==> src/rtl/i2c_regbank.sv <==
`default_nettype none
// ============================================================================
//  Module      : i2c_regbank
//  Description : Byte-level register bank behind an I2C slave front end.
//                Pointer byte, then data writes or reads.
//                Optional macro I2C_REGBANK_AUTOINC_EN turns on pointer
//                auto-increment after each data byte.
//  Revision    : 1.0 - initial release
// ============================================================================
module i2c_regbank #(
    parameter int PTR_W = 3
) (
    input  logic                      clk,
    input  logic                      reset,
    input  logic                      txn_start_i,
    input  logic                      rw_i,
    input  logic                      stop_i,
    input  logic                      wr_valid_i,
    input  logic [7:0]                wr_data_i,
    input  logic                      rd_req_i,
    output logic [7:0]                rd_data_o,
    output logic                      rd_valid_o,
    output logic                      wr_strobe_o,
    output logic [PTR_W-1:0]          wr_addr_o,
    output logic [PTR_W-1:0]          ptr_o,
    output logic                      err_o,
    output logic [(2**PTR_W)*8-1:0]   regs_o
);

    localparam int NUM_REGS = 2**PTR_W;
    localparam logic [PTR_W-1:0] c_PTR_ONE = PTR_W'(1);

    typedef enum logic [1:0] {
        S_IDLE    = 2'd0,
        S_GET_PTR = 2'd1,
        S_WR_DATA = 2'd2,
        S_RD_DATA = 2'd3
    } state_t;

    state_t             r_state;
    logic [7:0]         r_regs [NUM_REGS];
    logic [PTR_W-1:0]   r_ptr;
    logic [7:0]         r_rd_data;
    logic               r_rd_valid;
    logic               r_wr_strobe;
    logic               r_err;
    logic               w_ptr_oob;
    logic [PTR_W-1:0]   w_ptr_next;

    // Any set bit above the pointer field means the master addressed a
    // register that does not exist.
    generate
        if (PTR_W < 8) begin : g_oob_check
            assign w_ptr_oob = |wr_data_i[7:PTR_W];
        end else begin : g_oob_none
            assign w_ptr_oob = 1'b0;
        end
    endgenerate

`ifdef I2C_REGBANK_AUTOINC_EN
    logic [PTR_W-1:0]   r_wr_addr;
    assign w_ptr_next = r_ptr + c_PTR_ONE;
    assign wr_addr_o  = r_wr_addr;
`else
    assign w_ptr_next = r_ptr;
    assign wr_addr_o  = r_ptr;
`endif

    always_ff @(posedge clk) begin
        if (reset) begin
            r_state     <= S_IDLE;
            r_regs      <= '{default: '0};
            r_ptr       <= '0;
            r_rd_data   <= '0;
            r_rd_valid  <= 1'b0;
            r_wr_strobe <= 1'b0;
            r_err       <= 1'b0;
`ifdef I2C_REGBANK_AUTOINC_EN
            r_wr_addr   <= '0;
`endif
        end else begin
            r_rd_valid  <= 1'b0;
            r_wr_strobe <= 1'b0;
            // A new transaction drops any byte arriving in the same cycle.
            if (txn_start_i) begin
                if (rw_i) begin
                    r_state <= S_RD_DATA;
                end else begin
                    r_state <= S_GET_PTR;
                    r_err   <= 1'b0;
                end
            end else begin
                case (r_state)
                    S_GET_PTR: begin
                        if (wr_valid_i) begin
                            r_ptr   <= wr_data_i[PTR_W-1:0];
                            if (w_ptr_oob)
                                r_err <= 1'b1;
                            r_state <= S_WR_DATA;
                        end
                    end
                    S_WR_DATA: begin
                        if (wr_valid_i) begin
                            r_regs[r_ptr] <= wr_data_i;
                            r_wr_strobe   <= 1'b1;
`ifdef I2C_REGBANK_AUTOINC_EN
                            r_wr_addr     <= r_ptr;
`endif
                            r_ptr         <= w_ptr_next;
                        end
                    end
                    S_RD_DATA: begin
                        if (rd_req_i) begin
                            r_rd_data  <= r_regs[r_ptr];
                            r_rd_valid <= 1'b1;
                            r_ptr      <= w_ptr_next;
                        end
                    end
                    default: ;
                endcase
                // STOP lands after the byte above has been handled.
                if (stop_i)
                    r_state <= S_IDLE;
            end
        end
    end

    generate
        for (genvar gi = 0; gi < NUM_REGS; gi++) begin : g_flat
            assign regs_o[8*gi +: 8] = r_regs[gi];
        end
    endgenerate

    assign rd_data_o   = r_rd_data;
    assign rd_valid_o  = r_rd_valid;
    assign wr_strobe_o = r_wr_strobe;
    assign ptr_o       = r_ptr;
    assign err_o       = r_err;

endmodule
`default_nettype wire

==> config.mk <==
export PLATFORM = sky130hd
export DESIGN_NAME = i2c_regbank
export DESIGN_NICKNAME = d
export VERILOG_FILES = /design/src/rtl/i2c_regbank.sv
export SDC_FILE = /design/constraint.sdc
export NUM_CORES = 1
export LEC_CHECK = 0
export BUFFER_PORTS_ARGS = -buffer_cell sky130_fd_sc_hd__buf_4
export CAP_MARGIN = 5
export CORE_MARGIN = 1
export CORE_UTILIZATION = 45
export DETAILED_ROUTE_END_ITERATION = 6
export PLACE_DENSITY_LB_ADDON = 0.3
export SYNTH_ARGS = -nofsm -noshare
export SYNTH_HDL_FRONTEND = slang
export SYNTH_SLANG_ARGS = --single-unit
==> constraint.sdc <==
create_clock -name clk -period 4.2 [get_ports clk]
set_clock_uncertainty 0.1 [all_clocks]
set_input_delay 0.84 -clock clk [delete_from_list [all_inputs] [get_ports clk]]
set_output_delay 0.84 -clock clk [all_outputs]
set_load 0.005 [all_outputs]
## After elaboration in Yosys (flattened, before gate mapping)

Cells that the tools add are included.

- Register bits: 80
- Input port bits: 15
- Output and inout port bits: 81
- Logic and storage cells: 56

- Magnitude comparators: 2
- Equality and inequality tests: 4
- Muxes and demuxes: 18
- Bitwise operators: 4
- Reduce and logical (&&, ||, !) cells: 14

Operator list:

| cell | number |
|---|---|
| bitwise mux 64 bit | 1 |
| binary-select mux 8 bit (select 3 bit) | 1 |
| demux 8 bit (select 3 bit) | 1 |
| two-way mux 8 bit | 3 |
| two-way mux 2 bit | 5 |
| AND reduction 3 bit | 3 |
| two-way mux 1 bit | 7 |
| nonzero test 2 bit | 3 |
| nonzero test 3 bit | 2 |
| OR reduction 3 bit | 2 |
| OR reduction 5 bit | 1 |
| == test 2 bit (second input constant) | 2 |
| greater-or-equal comparator 4 bit (second input constant) | 1 |
| less-than comparator 4 x 1 -> 1 bit (second input constant) | 1 |
| inverter 3 -> 4 bit | 1 |
| AND reduction 4 bit | 1 |
| inverter 1 bit | 3 |
| == test 2 x 1 -> 1 bit (second input constant) | 1 |
| inequality test 2 bit (second input constant) | 1 |
| AND reduction 2 bit | 1 |
| logical AND 1 bit | 1 |

## Longest topological paths before layout

Gate-level depths: netlist of run 1.

- Depth in word-level cells: 6
- Gate-level depth with buffers: 5
- Gate-level depth less buffers: 3

## Worst setup path after synthesis of run 1

OpenSTA, ideal clock, no wires.

- Path type: input port to flip-flop
- Start: input port wr_valid_i
- End: register r_regs, in the netlist regs_o[40]
- Library setup time: 0.072 ns
- Data arrival time: 1.729 ns
- Data required time: 4.028 ns
- Path slack: 2.300 ns
- Cell stages on the path: 5
- Buffers on the path: 2
- Path through: nor4bb_1 buf_4 and3_1 buf_4 mux2i_1

- Cells in the longest elaborated chain, start to end: 1

Ends and longest elaborated chain:

| element | RTL line | RTL |
|---|---|---|
| from (decl) | 18 | `input logic wr_valid_i,` |
| AND reduction 3 bit (no source line) | -- |  |
| to (signal, indexed assignment) | 104 | `r_regs[r_ptr] <= wr_data_i;` |
| to (decl) | 41 | `logic [7:0] r_regs [NUM_REGS];` |

No other way between the ends.
A chain may end at the register's enable or synchronous reset.

## Final worst setup path of run 1

- Start: register r_ptr[0], in the netlist ptr_o[0]
- End: output port wr_addr_o[0]

RTL lines:

| element | RTL line | RTL |
|---|---|---|
| from (decl) | 42 | `logic [PTR_W-1:0] r_ptr;` |
| from (signal assigned) | 96 | `r_ptr <= wr_data_i[PTR_W-1:0];` |
| from (signal assigned) | 109 | `r_ptr <= w_ptr_next;` |
| from (signal assigned) | 116 | `r_ptr <= w_ptr_next;` |
| to (decl) | 24 | `output logic [PTR_W-1:0] wr_addr_o,` |

No word-level cell between the ends.

==> results.sh, run 1 <==
export IMPL_ff_latch_area_mm2=0.00160
export IMPL_layout_setup_ws_ns=1.65
export IMPL_place_detailed_hpwl_mm=6.48
export IMPL_drive_gt1_share_pct=33.9
export IMPL_synth_seq_cells=80
export IMPL_min_from="err_o$_SDFFE_PP0P_"
export IMPL_ir_drop_mv=0.178
export IMPL_r2r_start="ptr_o[0]$_SDFFE_PP0P_"
export IMPL_port_buffers=95
export IMPL_ys_flop_type="dfxtp_1"
export IMPL_critPathMaxFanout=44
export IMPL_slowest_stage="dfxtp_2"
export IMPL_synth_edff_count=0
export IMPL_cts_sinks=80
export IMPL_p_int_mw=1.08
export IMPL_clk_path_buf_depth=2
export IMPL_setup_viol=0
export IMPL_maxCapViolCount=0
export IMPL_crit_buf_inv=1
export IMPL_finalHoldViolCount=0
export IMPL_drcViolationCount=0
export IMPL_postLayoutCellArea_mm2=0.00455
export IMPL_cts_setup_buffers=0
export IMPL_slew_headroom_pct=29.5
export IMPL_outcome="finished, final reports clean"
export IMPL_p_leak_nw=2.22
export IMPL_tns_ns=0
export IMPL_ys_types=28
export IMPL_power_share_switching_pct=22.6
export IMPL_crit_type="flop to output pin"
export IMPL_path_delay_family="flip-flops"
export IMPL_p_seq_share_pct=55.1
export IMPL_h_tree_depth=3
export IMPL_holdBufCountCts=0
export IMPL_grt_overflow=0
export IMPL_nets=440
export IMPL_grt_setup_unrepaired="false"
export IMPL_syn_inst=354
export IMPL_multi_input_area_mm2=0.00191
export IMPL_first_pass_iters=5
export IMPL_power_switching_mw=0.315
export IMPL_yosys_warnings=0
export IMPL_rows=32
export IMPL_cts_resized=0
export IMPL_avgRoutedWirePerCell_um=17.7
export IMPL_die_x_um=92.5
export IMPL_crit_path_end_kind="output pin"
export IMPL_ios=96
export IMPL_dpl_cell_area_mm2=0.00436
export IMPL_antenna_found_initial=0
export IMPL_p_comb_share_pct=5.2
export IMPL_synth_fp_nets=369
export IMPL_fmax_ghz=0.393
export IMPL_die_area_mm2=0.00856
export IMPL_die_height_um=92.5
export IMPL_crit_chain="buf_4"
export IMPL_postRouteAntennaNets=0
export IMPL_powerDensity_mw_per_mm2=307
export IMPL_routed_wl_mm=9.40
export IMPL_cts_buffers=9
export IMPL_start_util_pct=47.2
export IMPL_start_kind="flop"
export IMPL_p_clk_share_pct=39.7
export IMPL_required_ns=3.26
export IMPL_fin_crit_ns=2.55
export IMPL_num_vias=2897
export IMPL_grt_pass1_vias=2736
export IMPL_min_period_over_period_pct=60.7
export IMPL_routed_via_density=5.47
export IMPL_synthArstFlopShare_pct=0
export IMPL_area_growth_pct=23.4
export IMPL_syn_area_mm2=0.00369
export IMPL_clkLatencyLatePin_ns=0.35
export IMPL_drv_slew=0
export IMPL_post_place_ws_ns=1.71
export IMPL_grt_start_max_net_pins=89
export IMPL_synth_area_per_cell_um2=10.4
export IMPL_grt_usage_pct=22.6
export IMPL_grt_pass1_wl_mm=14.7
export IMPL_ys_seq_area_share_pct=43.4
export IMPL_clkTransAtPathRegs_ns=0.08
export IMPL_drt_iter0_markers=192
export IMPL_core_region_area_mm2=0.00781
export IMPL_crit_start="ptr_o[0]$_SDFFE_PP0P_"
export IMPL_hp_class="flop to flop"
export IMPL_diodes=0
export IMPL_place_congestion=0.805
export IMPL_worst_ep_arrival_time_ns=1.61
export IMPL_critical_path_max_stage_delay_ns=0.98
export IMPL_cts_tree="done"
export IMPL_tightest_slew_ns=1.04
export IMPL_cts_root_buf="clkbuf_8"
export IMPL_fillerInstances=660
-- metal layers --
metal  part of all wire, %  track usage (%)  up-vias
li1                      -                -     1375
met1                    45             30.7     1398
met2                    47             34.6      102
met3                   5.3             3.61       22
met4                   3.1             11.5        0
met5                     0                0        -
-- metrics by stage --
step / std cells / utilization [%] / power [mW] / hold WS (ns)
2_1_floorplan: 354 / - / 0.831 / 0.370
3_3_place_gp: 516 / 55.9 / 0.859 / 0.369
3_5_place_dp: 516 / 55.9 / 0.860 / 0.381
4_1_cts: 530 / 58.3 / 1.40 / 0.391
5_1_grt: 530 / 58.3 / 1.44 / 0.422
6_report: 530 / 58.3 / 1.40 / 0.384
-- placed cells by master (no fill, tap or decap), drive strengths merged --
master / count
and2: 1
nand3: 4
nand4b: 1
a211oi: 8
a222oi: 8
and3: 1
nand2: 1
bufinv: 1
o21ai: 2
clkbuf: 11
mux2i: 67
dfxtp: 80
a21oi: 12
nand2b: 72
inv: 2
nor2: 14
buf: 96
nor3: 1
or3: 1
nand3b: 4
mux2: 32
nor2b: 2
and4b: 2
clkinv: 2
or4: 1
nor4bb: 2
-- power groups by stage --
stage,Clock (mW),Sequential [mW],Combinational (mW)
final,0.554,0.769,0.0727
after global routing,0.595,0.770,0.0775
after CTS,0.557,0.769,0.0729
after detailed placement,0,0.787,0.0725
after global placement,0,0.787,0.0720
after floorplan,0,0.783,0.0478
-- layout make-up --
cell class                      count  area share (%)
Clock buffer                       11            3.11
Clock inverter                      3           0.963
Inverter                            2           0.165
Multi-Input combinational cell    236            41.9
Sequential cell                    80            35.2
Tap cell                          102            2.81
Timing Repair Buffer               96            15.8
-- kinds of logic (layout without fill, tap and decap cells) --
group           count (synthesis)  after routing  share of synthesized area, %
compound gates                 30             30                          5.70
mux                            99             99                          28.0
buf+inv                        38            112                          4.85
flops                          80             80                          43.4
simple gates                  107            107                          18.0
-- cells in the mapped netlist, types with 2 or more instances --
cell      count  area (um^2)
dfxtp_1      80         1600
nand2b_1     72          450
mux2i_1      67          671
mux2_2       32          360
clkbuf_1     15         56.3
nor2_1       14         52.6
a21oi_1      12         60.1
a211oi_1      8         60.1
a222oi_1      8         80.1
buf_2         8         40.0
buf_1         7         26.3
buf_4         5         37.5
nand3b_1      4         30.0
nand3_2       3         30.0
and4b_1       2         20.0
inv_1         2         7.51
nor2b_1       2         12.5
nor4bb_1      2         20.0
o21ai_0       2         10.0
-- state kept, by name, summed over array words and instances (netlist names) --
name,flops
rd_data_o,8
rd_valid_o,1
wr_strobe_o,1
r_state,2
regs_o,64
ptr_o,3
err_o,1
-- worst min-delay path, stage by stage, from the launching register on --
cell and delay [ns]:
dfxtp_1 0.31, o21ai_0 0.06, a21oi_1 0.07
-- path summary, 6_finish.rpt --
kind / end / slack, ns / cells after the start
min reg2reg: err_o$_SDFFE_PP0P_ / 0.38 / 2
max: wr_addr_o[0] / 1.65 / 1
min: err_o$_SDFFE_PP0P_ / 0.38 / 2
max reg2reg: rd_data_o[2]$_SDFFE_PP0P_ / 1.80 / 3
Note: power is estimated with default switching activity, not from simulation.
==> run 2: changes to the inputs <==
Clock period 4.2 ns to 2.2 ns, I/O delays scaled along.
==> run 2 against run 1 <==
Power rose by 100%. Non-clock buffer count rose by 16. Sequential share of layout area fell by 1.2 points. Worst setup slack got worse by 1.4 ns. Critical endpoint unchanged. Clock power rose by 120%.
==> results.sh, run 2 (same netlist as run 1, synthesis figures left out) <==
export IMPL_outcome="finished, final reports clean"
export IMPL_clkTransAtPathRegs_ns=0.08
export IMPL_grt_start_max_net_pins=38
export IMPL_core_region_area_mm2=0.00781
export IMPL_critPathMostFrequentCell="buf_4"
export IMPL_cts_sinks=80
export IMPL_finalHoldViolCount=0
export IMPL_hp_class="primary input to flop"
export IMPL_required_ns=1.66
export IMPL_clk_path_buf_depth=2
export IMPL_slew_headroom_pct=51.1
export IMPL_whs_ns=0.246
export IMPL_cts_tree="done"
export IMPL_drv_slew=0
export IMPL_crit_chain="buf_4 -> buf_4 -> buf_4"
export IMPL_fin_crit_ns=1.93
export IMPL_postRouteAntennaNets=0
export IMPL_drive_gt1_share_pct=36.8
export IMPL_p_leak_nw=2.32
export IMPL_crit_path_end_kind="output pin"
export IMPL_ios=96
export IMPL_holdBufCountCts=0
export IMPL_ff_latch_area_mm2=0.00160
export IMPL_routed_wl_mm=9.95
export IMPL_area_growth_pct=27.8
export IMPL_ir_drop_mv=0.300
export IMPL_layout_setup_ws_ns=0.265
export IMPL_start_util_pct=47.2
export IMPL_powerDensity_mw_per_mm2=602
export IMPL_largest_reg_flops=64
export IMPL_fmax_ghz=0.517
export IMPL_diodes=0
export IMPL_fillerInstances=720
export IMPL_dp_cells=532
export IMPL_num_vias=2976
export IMPL_drcViolationCount=0
export IMPL_utilization_pct=60.4
export IMPL_min_period_over_period_pct=87.9
export IMPL_h_tree_depth=3
export IMPL_die_x_um=92.5
export IMPL_setup_viol=0
export IMPL_layout_commonest_cell="buf_4"
export IMPL_avgRoutedWirePerCell_um=18.2
export IMPL_multi_input_area_mm2=0.00191
export IMPL_crit_buf_inv=3
export IMPL_rows=32
export IMPL_grt_pass1_vias=2864
export IMPL_post_place_ws_ns=0.256
export IMPL_path_delay_family="buffers and inverters"
export IMPL_cts_resized=0
export IMPL_cts_setup_buffers=0
export IMPL_tns_ns=0
export IMPL_start_kind="flop"
export IMPL_grt_overflow=0
export IMPL_die_area_mm2=0.00856
export IMPL_grt_usage_pct=23.5
export IMPL_first_pass_iters=5
export IMPL_drt_iter0_markers=319
export IMPL_maxCapViolCount=0
export IMPL_cts_root_buf="clkbuf_8"
export IMPL_critPathMaxFanout=12
export IMPL_crit_type="flop to output pin"
export IMPL_postLayoutCellArea_mm2=0.00471
export IMPL_instances_no_fill=548
export IMPL_worst_ep_arrival_time_ns=1.39
export IMPL_grt_pass1_wl_mm=15.3
export IMPL_place_congestion=0.847
export IMPL_die_height_um=92.5
export IMPL_clkLatencyLatePin_ns=0.35
export IMPL_place_detailed_hpwl_mm=7.27
export IMPL_routed_via_density=5.43
export IMPL_tightest_slew_ns=0.730
export IMPL_critical_path_max_stage_delay_ns=0.50
export IMPL_port_buffers=95
export IMPL_cts_buffers=9
export IMPL_antenna_found_initial=0
export IMPL_dpl_cell_area_mm2=0.00448
export IMPL_mostFrequentLayoutCells="buf_4, dfxtp_1, nand2b_1, mux2i_1, mux2_2"
export IMPL_grt_setup_unrepaired="false"
export IMPL_slowest_stage="dfxtp_2"
export IMPL_nets=456
export IMPL_power_total_mw=2.84
==> run 2: cell count changes in the layout (fill, tap and decap cells not counted) <==
| cell | delta |
|---|---|
| buf_4 | +16 |
| bufinv_16 | +1 |
| clkbuf_1 | -1 |
| clkinvlp_4 | +1 |
| inv_6 | +1 |
==> run 2: path summary, 6_finish.rpt <==
check,startpoint,to,slack (ns),cells after the start
setup / recovery,ptr_o[0]$_SDFFE_PP0P_,wr_addr_o[0],0.27,3
hold / removal,wr_data_i[2],ptr_o[2]$_SDFFE_PP0P_,0.25,3
setup reg to reg,ptr_o[2]$_SDFFE_PP0P_,regs_o[15]$_SDFFE_PP0P_,0.37,3
hold reg to reg,err_o$_SDFFE_PP0P_,err_o$_SDFFE_PP0P_,0.38,2
==> run 2: area by class of cell <==
type,instances,share of cell area (%)
clock buffer,10,2.92
clock inverter,6,1.91
inverter,2,0.159
multi-input combinational,236,40.4
sequential,80,34.0
tap,102,2.71
timing repair buffer,112,17.8
==> run 2: power by group <==
group          switching, mW  internal [mW]
clock network          0.546          0.674
registers             0.0102           1.45
logic                 0.0787         0.0720
==> run 2: worst min-delay path: stages <==
cell and delay, ns:
buf_4 0.08, mux2i_1 0.06, nor2_1 0.08
==> run 2: metal layers <==
metal / vias up / global-route usage [%] / share of wire (%)
met5: - / 0 / 0
met4: 0 / 11.2 / 3.0
met3: 20 / 4.35 / 6.5
met2: 107 / 37.6 / 48
met1: 1449 / 30.6 / 42
li1: 1400 / - / -
